[config.mk]
export PLATFORM = sky130hd
export DESIGN_NAME = pqcuark_keccak_ld_packer
export DESIGN_NICKNAME = d
export VERILOG_FILES = /design/src/rtl/pqcuark_keccak_ld_packer.sv
export SDC_FILE = /design/constraint.sdc
export NUM_CORES = 1
export LEC_CHECK = 0
export CORE_MARGIN = 5
export CORE_UTILIZATION = 45
export CTS_BUF_LIST = sky130_fd_sc_hd__clkbuf_16
export DETAILED_ROUTE_END_ITERATION = 12
export DONT_BUFFER_PORTS = 1
export GPL_TIMING_DRIVEN = 0
export PLACE_DENSITY = 0.62
export SETUP_SLACK_MARGIN = 0.1
export SYNTH_ARGS = -nofsm -noshare
export SYNTH_HDL_FRONTEND = slang
export SYNTH_SLANG_ARGS = --single-unit
[constraint.sdc]
create_clock -name clk_i -period 5.35 [get_ports clk_i]
set_input_delay 0.535 -clock clk_i [delete_from_list [all_inputs] [get_ports clk_i]]
set_output_delay 0.535 -clock clk_i [all_outputs]
set_load 0.01 [all_outputs]
[src/rtl/pqcuark_keccak_ld_packer.sv]
// Repacks 0..8-byte message chunks into dense little-endian 64-bit lanes for the Keccak LD path.
// Lanes appear the cycle after occupancy reaches 8 bytes; in_ready_o depends only on registered occupancy.
module pqcuark_keccak_ld_packer #(
  parameter int CNT_W = 16
) (
  input  logic             clk_i,
  input  logic             rst_i,
  input  logic             flush_i,
  input  logic             start_i,
  input  logic [63:0]      in_data_i,
  input  logic [3:0]       in_nbytes_i,
  input  logic             in_last_i,
  input  logic             in_valid_i,
  output logic             in_ready_o,
  output logic [63:0]      lane_data_o,
  output logic [3:0]       lane_nbytes_o,
  output logic             lane_last_o,
  output logic             lane_valid_o,
  input  logic             lane_ready_i,
  output logic [CNT_W-1:0] byte_cnt_o,
  output logic             busy_o
);

  typedef enum logic [1:0] {
    S_IDLE  = 2'd0,
    S_RUN   = 2'd1,
    S_DRAIN = 2'd2
  } state_t;

  state_t           r_state;
  state_t           w_state_nxt;
  logic [191:0]     r_acc;
  logic [191:0]     w_acc_nxt;
  logic [191:0]     w_acc_sh;
  logic [191:0]     w_chunk;
  logic [4:0]       r_acc_cnt;
  logic [4:0]       w_acc_cnt_nxt;
  logic [4:0]       w_off;
  logic [CNT_W-1:0] r_byte_cnt;
  logic [CNT_W-1:0] w_byte_cnt_nxt;
  logic [CNT_W:0]   w_cnt_sum;
  logic [3:0]       w_in_nb;
  logic [3:0]       w_lane_nb;
  logic [63:0]      w_in_mask;
  logic [63:0]      w_lane_mask;
  logic             w_accept;
  logic             w_emit;

  always_comb begin
    w_in_nb     = (in_nbytes_i > 4'd8) ? 4'd8 : in_nbytes_i;
    w_lane_nb   = (r_acc_cnt > 5'd8) ? 4'd8 : r_acc_cnt[3:0];
    w_in_mask   = '0;
    w_lane_mask = '0;
    for (int i = 0; i < 8; i++) begin
      w_in_mask[i*8 +: 8]   = (4'(i) < w_in_nb)   ? 8'hFF : 8'h00;
      w_lane_mask[i*8 +: 8] = (4'(i) < w_lane_nb) ? 8'hFF : 8'h00;
    end
  end

  // Every output is a function of registers only, so no lane_ready_i -> in_ready_o path exists.
  always_comb begin
    in_ready_o    = (r_state == S_RUN) && (r_acc_cnt <= 5'd15);
    lane_valid_o  = (r_acc_cnt >= 5'd8) || (r_state == S_DRAIN);
    lane_last_o   = (r_state == S_DRAIN) && (r_acc_cnt <= 5'd8);
    lane_nbytes_o = w_lane_nb;
    lane_data_o   = r_acc[63:0] & w_lane_mask;
    byte_cnt_o    = r_byte_cnt;
    busy_o        = (r_state != S_IDLE);
  end

  assign w_accept = in_valid_i & in_ready_o;
  assign w_emit   = lane_valid_o & lane_ready_i;

  // Bytes above acc_cnt are kept zero, so insertion is a plain OR at the post-shift offset.
  always_comb begin
    w_acc_sh      = w_emit ? (r_acc >> 64) : r_acc;
    w_off         = r_acc_cnt - (w_emit ? {1'b0, w_lane_nb} : 5'd0);
    w_chunk       = {128'd0, in_data_i & w_in_mask};
    w_acc_nxt     = w_accept ? (w_acc_sh | (w_chunk << {w_off, 3'b000})) : w_acc_sh;
    w_acc_cnt_nxt = w_off + (w_accept ? {1'b0, w_in_nb} : 5'd0);
    w_cnt_sum     = {1'b0, r_byte_cnt} + {{(CNT_W-3){1'b0}}, w_in_nb};
    w_byte_cnt_nxt = r_byte_cnt;
    if (w_accept) begin
      w_byte_cnt_nxt = w_cnt_sum[CNT_W] ? {CNT_W{1'b1}} : w_cnt_sum[CNT_W-1:0];
    end
  end

  always_comb begin
    w_state_nxt = r_state;
    case (r_state)
      S_IDLE:  if (start_i) w_state_nxt = S_RUN;
      S_RUN:   if (w_accept && in_last_i) w_state_nxt = S_DRAIN;
      S_DRAIN: if (w_emit && lane_last_o) w_state_nxt = S_IDLE;
      default: w_state_nxt = S_IDLE;
    endcase
    if (start_i) w_state_nxt = S_RUN;
  end

  always_ff @(posedge clk_i) begin
    if (rst_i || flush_i) begin
      r_state <= S_IDLE;
    end else begin
      r_state <= w_state_nxt;
    end
  end

  always_ff @(posedge clk_i) begin
    if (rst_i || flush_i || start_i) begin
      r_acc      <= '0;
      r_acc_cnt  <= '0;
      r_byte_cnt <= '0;
    end else begin
      r_acc      <= w_acc_nxt;
      r_acc_cnt  <= w_acc_cnt_nxt;
      r_byte_cnt <= w_byte_cnt_nxt;
    end
  end

endmodule

==> results by group, run 1 <==
Timing
  • Final slew viol count: 0
  • Crit path time final: between 5 and 6 ns
  • Setup violators final: 0
  • F_max: 196 MHz
  • Setup TNS: 0 ns
  • Final worst path period share: 95.6%
  • Relative slew slack: a little under a tenth
  • Worst slew pin tran: between 1 and 1.5 ns
  • Unrepaired setup endpoints after global routing: no
  • Fin. Hold Viols: 0
  • Hold slack final: 0.0613 ns
  • Worst clock skew: approximately 0.0076 ns

Layout
  • Layout cell share with drive strength beyond 1: under 10%
  • Layout fillers: approximately 3000
  • Final net count: 1794
  • Non-filler instance count after layout: roughly 2100
  • Area growth syn-to-layout: 9.97%

Power
  • Net Switching: ~0.00094 W
  • Clk pwr share: 47.2%
  • Seq pwr share: between 40 and 50%
  • Combinational fraction of design power: 8.5%
  • Pwr Total: 0.00362 W
  • Net Sw Frac: between 20% and 30%
  • Internal power: roughly 0.0027 W
  • Maximum VDD drop: approximately 0.27 mV
  • Leak pwr: 4.84 nW
  • PD cells: ~250 nW/µm²

Place
  • Number of port buffers: 0
  • Detailed Place HPWL: 53.8 mm
  • GP Congestion: 1.12
  • Dpl cells: 2067

Floorplan
  • Die ar.: around 33000 µm²
  • # IOs: between 150 and 200
  • Starting Density: around 45%
  • Core Box Area: 29500 µm²
  • Die Wd: around 180 µm
  • Row cnt: 63
  • Die Span Y: between 150 and 200 µm

Synthesis
  • Post-synth top area cell: dfxtp_1
  • Post-synthesis mux area share: roughly 6.2%
  • Synth area leaders: dfxtp_1 32%, nand2_1 6.4%, a21oi_1 4.2%
  • Syn Inst Count: around 1700
  • Simple-gate portion of the synthesized area: approximately a fifth
  • EDFF count, synth: 0
  • Xor-xnor portion of the synthesized cell area: less than 1%
  • Synth Flop Type: dfxtp_1
  • Adder-cell share of the synthesized area: under 10%
  • Async SR Flop Fraction: 0%
  • Post-synthesis cell type count: 80
  • Syn avg cell area: between 7 and 8 µm²
  • Compound-cell area share of the yosys netlist: around 32%
  • Synthesized area: 13400 µm²
  • Mapped Nets: ~1800
  • Main combinational cell family by area after synthesis: compound AO/OA/AOI/OAI gates
  • Post-synthesis sequential area ratio: around 32%
  • Count leader, synth: nand2_1
  • Ys Warns: 0
  • FF+latch count, synth: between 200 and 250
  • Synth top cells by count: 228 x nand2_1, 215 x dfxtp_1, 112 x a21oi_1, 98 x clkbuf_1, 89 x nand3_1
  • Share of the synthesized area in the top cell type: approximately 32%

Min path
  • Hold Path Class: input port to flop
  • HP Start: rst_i

Clock network
  • Clock Sinks: approximately 220
  • Clock root cell: clkbuf_16
  • Clock transition at path regs: 0.06 ns
  • H-tree depth: 1
  • CTS Buffer Depth: 3
  • Clk_lat worst skew: approximately 0.55 ns
  • CTS tree: yes
  • Clock buffer count from CTS: 24

Setup path
  • CP Max Fanout: 10
  • Critical-path top delay cell: fa_1
  • Critical Path Max Stage Delay: between 0.6 and 0.7 ns
  • CP Data Required Time: between 5 and 6 ns
  • CP most frequent cell: clkbuf_2
  • Critical-path cell list: buf_2, nor2_1, a21boi_1, clkbuf_2, clkbuf_2, and3_1, ha_1, inv_1, fa_1, clkbuf_2, clkbuf_2, clkbuf_2, clkbuf_1, o21ai_0, o22ai_1, o22ai_1
  • Crit path launch type: flop
  • WP buf/inv: 8
  • Crit path arrival time: between 5 and 6 ns
  • Worst setup EP type: flop
  • CP Launch Point: r_acc_cnt[4]
  • Top delay family on crit path: buffers and inverters
  • Crit Reg-Reg Startpoint: r_acc_cnt[4]
  • Classification of the worst setup path: flop to flop

Route
  • Drt via density: about 7
  • Remaining antenna violation count after routing: 0
  • WL/cell: ~32 µm
  • Residual DRC: 0
  • Via count: between 10000 and 15000
  • Initial DRC count: 2134
  • First drt pass iteration count: 7
  • Post-Route WL: about 70 mm

Global routing
  • Vias in the first global route: between 10000 and 15000
  • Total Routing Usage GR: around 39%
  • Overflow after GRT: 0
  • Antenna violations before repair: 0
  • First-pass GRT wire length: 97.7 mm
  • Largest net degree at the start of global routing: 13

Flow run
  • Number of max-cap violations: 0

Status
  • Outcome: finished clean
==> final cells by class <==
type | count | area, µm² | area share (%)
repair buffers | 2 | 15.0 | 0.102
multi-input cells | 1278 | 8300 | 56.5
well taps | 390 | 488 | 3.32
clock inverters | 19 | 193 | 1.31
clock buffers | 24 | 601 | 4.09
diodes | 1 | 2.50 | 0.0170
plain buffers | 160 | 698 | 4.75
inverters | 23 | 86.3 | 0.588
flip-flops and latches | 215 | 4300 | 29.3
==> kinds of logic after synthesis <==
kind of cell	count (synthesis)
xor gates and xnor gates	13
muxes	79
adders and majority gates	16
AOI/OAI and AO/OA	604
and+or+nand+nor	566
buffers and inverters	183
DFF	215
==> state kept, by name, indices dropped and copies added (netlist names) <==
register / count
r_acc: 192
r_state: 2
r_acc_cnt: 5
byte_cnt_o: 16
==> per-layer routing <==
metal,track usage [%],vias up,share of wire [%]
met1,52.2,7154,40
met3,11.1,190,12
li1,-,6428,-
met2,58.9,969,42
met4,18.6,0,6.0
met5,0,-,0
==> cell usage in the layout (no fill, tap or decap), types with 44 or more instances in the layout <==
cell type	synthesis	layout
mux2i_1	54	54
dfxtp_1	215	215
o22ai_1	65	65
a31oi_1	70	70
buf_2	44	44
a21oi_1	112	111
nor2_1	54	54
and2_1	56	56
clkbuf_1	98	91
nand2_1	228	228
o21ai_0	71	71
nand3_1	89	89
==> worst paths after layout <==
| path | depth (start not counted) | endpoint | slack (ns) |
|---|---|---|---|
| max | 16 | r_acc[75] | 0.24 |
| min | 1 | r_state[0] | 0.06 |
| max reg2reg | 16 | r_acc[75] | 0.24 |
| min reg2reg | 2 | r_acc[185] | 0.45 |
==> power by group through the flow <==
stage	Combinational (W)	Sequential (W)	Clock [W]
3_5_place_dp	0.000290	0.00164	0
2_1_floorplan	0.000175	0.00164	0
5_1_grt	0.000313	0.00160	0.00178
6_report	0.000306	0.00161	0.00171
3_3_place_gp	0.000290	0.00164	0
4_1_cts	0.000292	0.00161	0.00171
==> worst register-to-register path, stage by stage, from the launching register on <==
cell and delay [ns]:
dfxtp_1 0.30, buf_2 0.23, nor2_1 0.15, a21boi_1 0.36, clkbuf_2 0.32, clkbuf_2 0.29
and3_1 0.20, ha_1 0.18, inv_1 0.06, fa_1 0.62, clkbuf_2 0.31, clkbuf_2 0.36
clkbuf_2 0.39, clkbuf_1 0.40, o21ai_0 0.17, o22ai_1 0.46, o22ai_1 0.18
==> per-stage QoR <==
| stage | setup WS [ns] | utilization, % | cell area (µm²) |
|---|---|---|---|
| after floorplan | 1.45 | - | 13400 |
| after global placement | -1.29 | 47.0 | 13800 |
| after detailed placement | -0.442 | 47.0 | 13900 |
| after CTS | 0.0416 | 49.8 | 14700 |
| after global routing | 0.120 | 49.8 | 14700 |
| final | 0.237 | 49.8 | 14700 |
==> repair_timing <==
item,in CTS,in global routing
pin swaps,1,0
endpoints found under the setup margin,108,138
endpoints found under the hold margin,0,0
buffers inserted,1,0
hold buffers,0,0
resized for setup,6,7
No activity file was read; power rests on OpenSTA's default activity.
==> inputs of run 2 (changes only) <==
RECOVER_POWER = 100   (was default)
==> results by group, run 2 (synthesis results as in run 1) <==
Route
  • Via count: 14675 (-0.45%)
  • WL/cell: 32.3 µm (-0.11%)
  • Residual DRC: 0 (unchanged)
  • Drt via density: 6.95 (-0.45%)
  • Post-Route WL: 68.2 mm (-0.11%)
  • Remaining antenna violation count after routing: 0 (unchanged)
  • Initial DRC count: 2080 (-2.5%)
  • First drt pass iteration count: 6 (-1)

Timing
  • Unrepaired setup endpoints after global routing: no
  • F_max: 195 MHz (-0.33%)
  • Setup violators final: 0 (unchanged)
  • Worst clock skew: 0.00768 ns (+0.0000337 ns)
  • Relative slew slack: 6.36% (-2.9 points)
  • Crit path time final: 5.13 ns (+0.0170 ns)
  • Fin. Hold Viols: 0 (unchanged)
  • Final slew viol count: 0 (unchanged)
  • Final worst path period share: 95.9% (+0.32 points)
  • Fin worst setup slack: 0.220 ns (-0.0170 ns)
  • Hold slack final: 0.0605 ns (-0.000739 ns)
  • Worst slew pin tran: 1.40 ns (+0.0426 ns)

Setup path
  • Crit path launch type: flop
  • Crit path arrival time: 5.53 ns (+0.02 ns)
  • R2r endpoint: r_acc[102]
  • Worst setup EP type: flop
  • CP Data Required Time: 5.74 ns (about the same)
  • R2R depth: 15 (-1)
  • Reg-to-reg slack, setup: 0.22 ns (-0.02 ns)
  • CP Max Fanout: 10 (unchanged)
  • Classification of the worst setup path: flop to flop
  • Crit Reg-Reg Startpoint: r_acc_cnt[4]

Min path
  • Hold Path Class: input port to flop
  • Hold depth: 1 (unchanged)
  • WHS Endpoint: r_state[0]
  • HP Start: rst_i

Place
  • Dpl cells: 2067 (unchanged)
  • Detailed Place HPWL: 53.8 mm (unchanged)
  • Area after DPL: 13900 µm² (unchanged)
  • GP Congestion: 1.12 (unchanged)
  • Place WS: -0.442 ns (unchanged)
  • Number of port buffers: 0 (unchanged)

Power
  • Maximum VDD drop: 0.273 mV (+1.3%)
  • Leak pwr: 4.78 nW (-1.3%)
  • PD cells: 247 nW/µm² (about the same)
  • Pwr Total: 0.00362 W (about the same)

Floorplan
  • Starting Density: 45.3% (unchanged)
  • Die Span Y: 182 µm (unchanged)
  • Row cnt: 63 (unchanged)
  • Die ar.: 33200 µm² (unchanged)
  • Core Box Area: 29500 µm² (unchanged)
  • # IOs: 163 (unchanged)
  • Die Wd: 182 µm (unchanged)

Layout
  • Final net count: 1794 (unchanged)
  • Most common cell after layout, fill and taps aside: nand2_1
  • Area growth syn-to-layout: 9.82%
  • Most frequent cells in the layout: 228 x nand2_1, 215 x dfxtp_1, 111 x a21oi_1
  • Non-filler instance count after layout: 2112 (unchanged)
  • Layout cell share with drive strength beyond 1: 8.43% (-0.64 points)
  • Design Area, Final: 14700 µm² (-0.14%)
  • Top reg by flops: r_acc
  • Max reg flops: 192 (unchanged)

Global routing
  • Largest net degree at the start of global routing: 13 (unchanged)
  • Total Routing Usage GR: 39.3% (unchanged)
  • First-pass GRT wire length: 97.7 mm (unchanged)
  • Overflow after GRT: 0 (unchanged)
  • Antenna violations before repair: 0 (unchanged)
  • Vias in the first global route: 13742 (unchanged)

Clock network
  • Clock transition at path regs: 0.06 ns (about the same)
  • Clock Sinks: 215 (unchanged)
  • CTS Buffer Depth: 3 (unchanged)
  • Clk_lat worst skew: 0.54 ns (about the same)
  • Clock buffer count from CTS: 24 (unchanged)
  • H-tree depth: 1 (unchanged)
  • CTS tree: yes
  • Hold buffer count at CTS: 0 (unchanged)
  • Clock root cell: clkbuf_16

Status
  • Outcome: finished clean

Flow run
  • Number of max-cap violations: 0 (unchanged)
## run 2: cell count changes in the layout (fill, tap and decap cells not counted), sizes merged
cell    delta
clkbuf    +13
buf       -13
## run 2: stage by stage
step / utilization (%) / TNS (ns)
finish: 49.8 / 0
global route: 49.7 / 0
CTS: 49.8 / 0
detailed placement: 47.0 / -9.40
global placement: 47.0 / -147.52
floorplan: - / 0
## run 2: worst max-delay path, cell delays in order, from the launching register on
cell      delay [ns]
dfxtp_1         0.30
buf_2           0.23
nor2_1          0.15
a21boi_1        0.36
clkbuf_2        0.32
clkbuf_2        0.29
and3_1          0.19
ha_1            0.18
inv_1           0.06
fa_1            0.52
a21o_1          0.24
a21oi_1         0.66
nor4_2          0.21
nand2_1         0.44
clkbuf_1        0.63
o221ai_1        0.20
## run 2: worst max path at each step
stage	from	to	slack [ns]	cells past startpoint
finish	r_acc_cnt[4]	r_acc[102]	0.22	15
global route	r_acc_cnt[4]	r_acc[107]	0.1	15
CTS	r_acc_cnt[4]	r_acc[165]	0.04	15
detailed placement	r_acc_cnt[4]	r_acc[75]	-0.44	16
global placement	r_acc_cnt[4]	r_acc[75]	-1.29	16
floorplan	r_acc_cnt[4]	r_acc[75]	1.45	16
## run 2: layout make-up
cell class              count  area (µm²)
inverters                  23        86.3
multi-input cells        1278        8290
flip-flops and latches    215        4300
diodes                      1        2.50
clock buffers              24         601
well taps                 390         488
fillers                  2968       14800
plain buffers             160         688
repair buffers              2        15.0
clock inverters            19         193
## run 2: power by group
| part | switching [W] | leakage, nW | internal [W] |
|---|---|---|---|
| logic | 0.000231 | 2.63 | 0.0000756 |
| registers | 0.00000209 | 1.73 | 0.00160 |
| clock network | 0.000706 | 0.417 | 0.00100 |
## run 2: per-layer routing
metal	track usage, %	up-vias	wire (µm)
met5	0	-	0
met4	18.6	0	4110
met3	11.1	191	8180
met2	58.9	956	28700
met1	52.2	7093	27200
li1	-	6435	-
## run 2: timing repair
action,CTS,global route
setup endpoints to repair,108,138
resized for setup,6,7
hold endpoints to repair,0,0
pin swaps,1,0
setup buffers,1,0
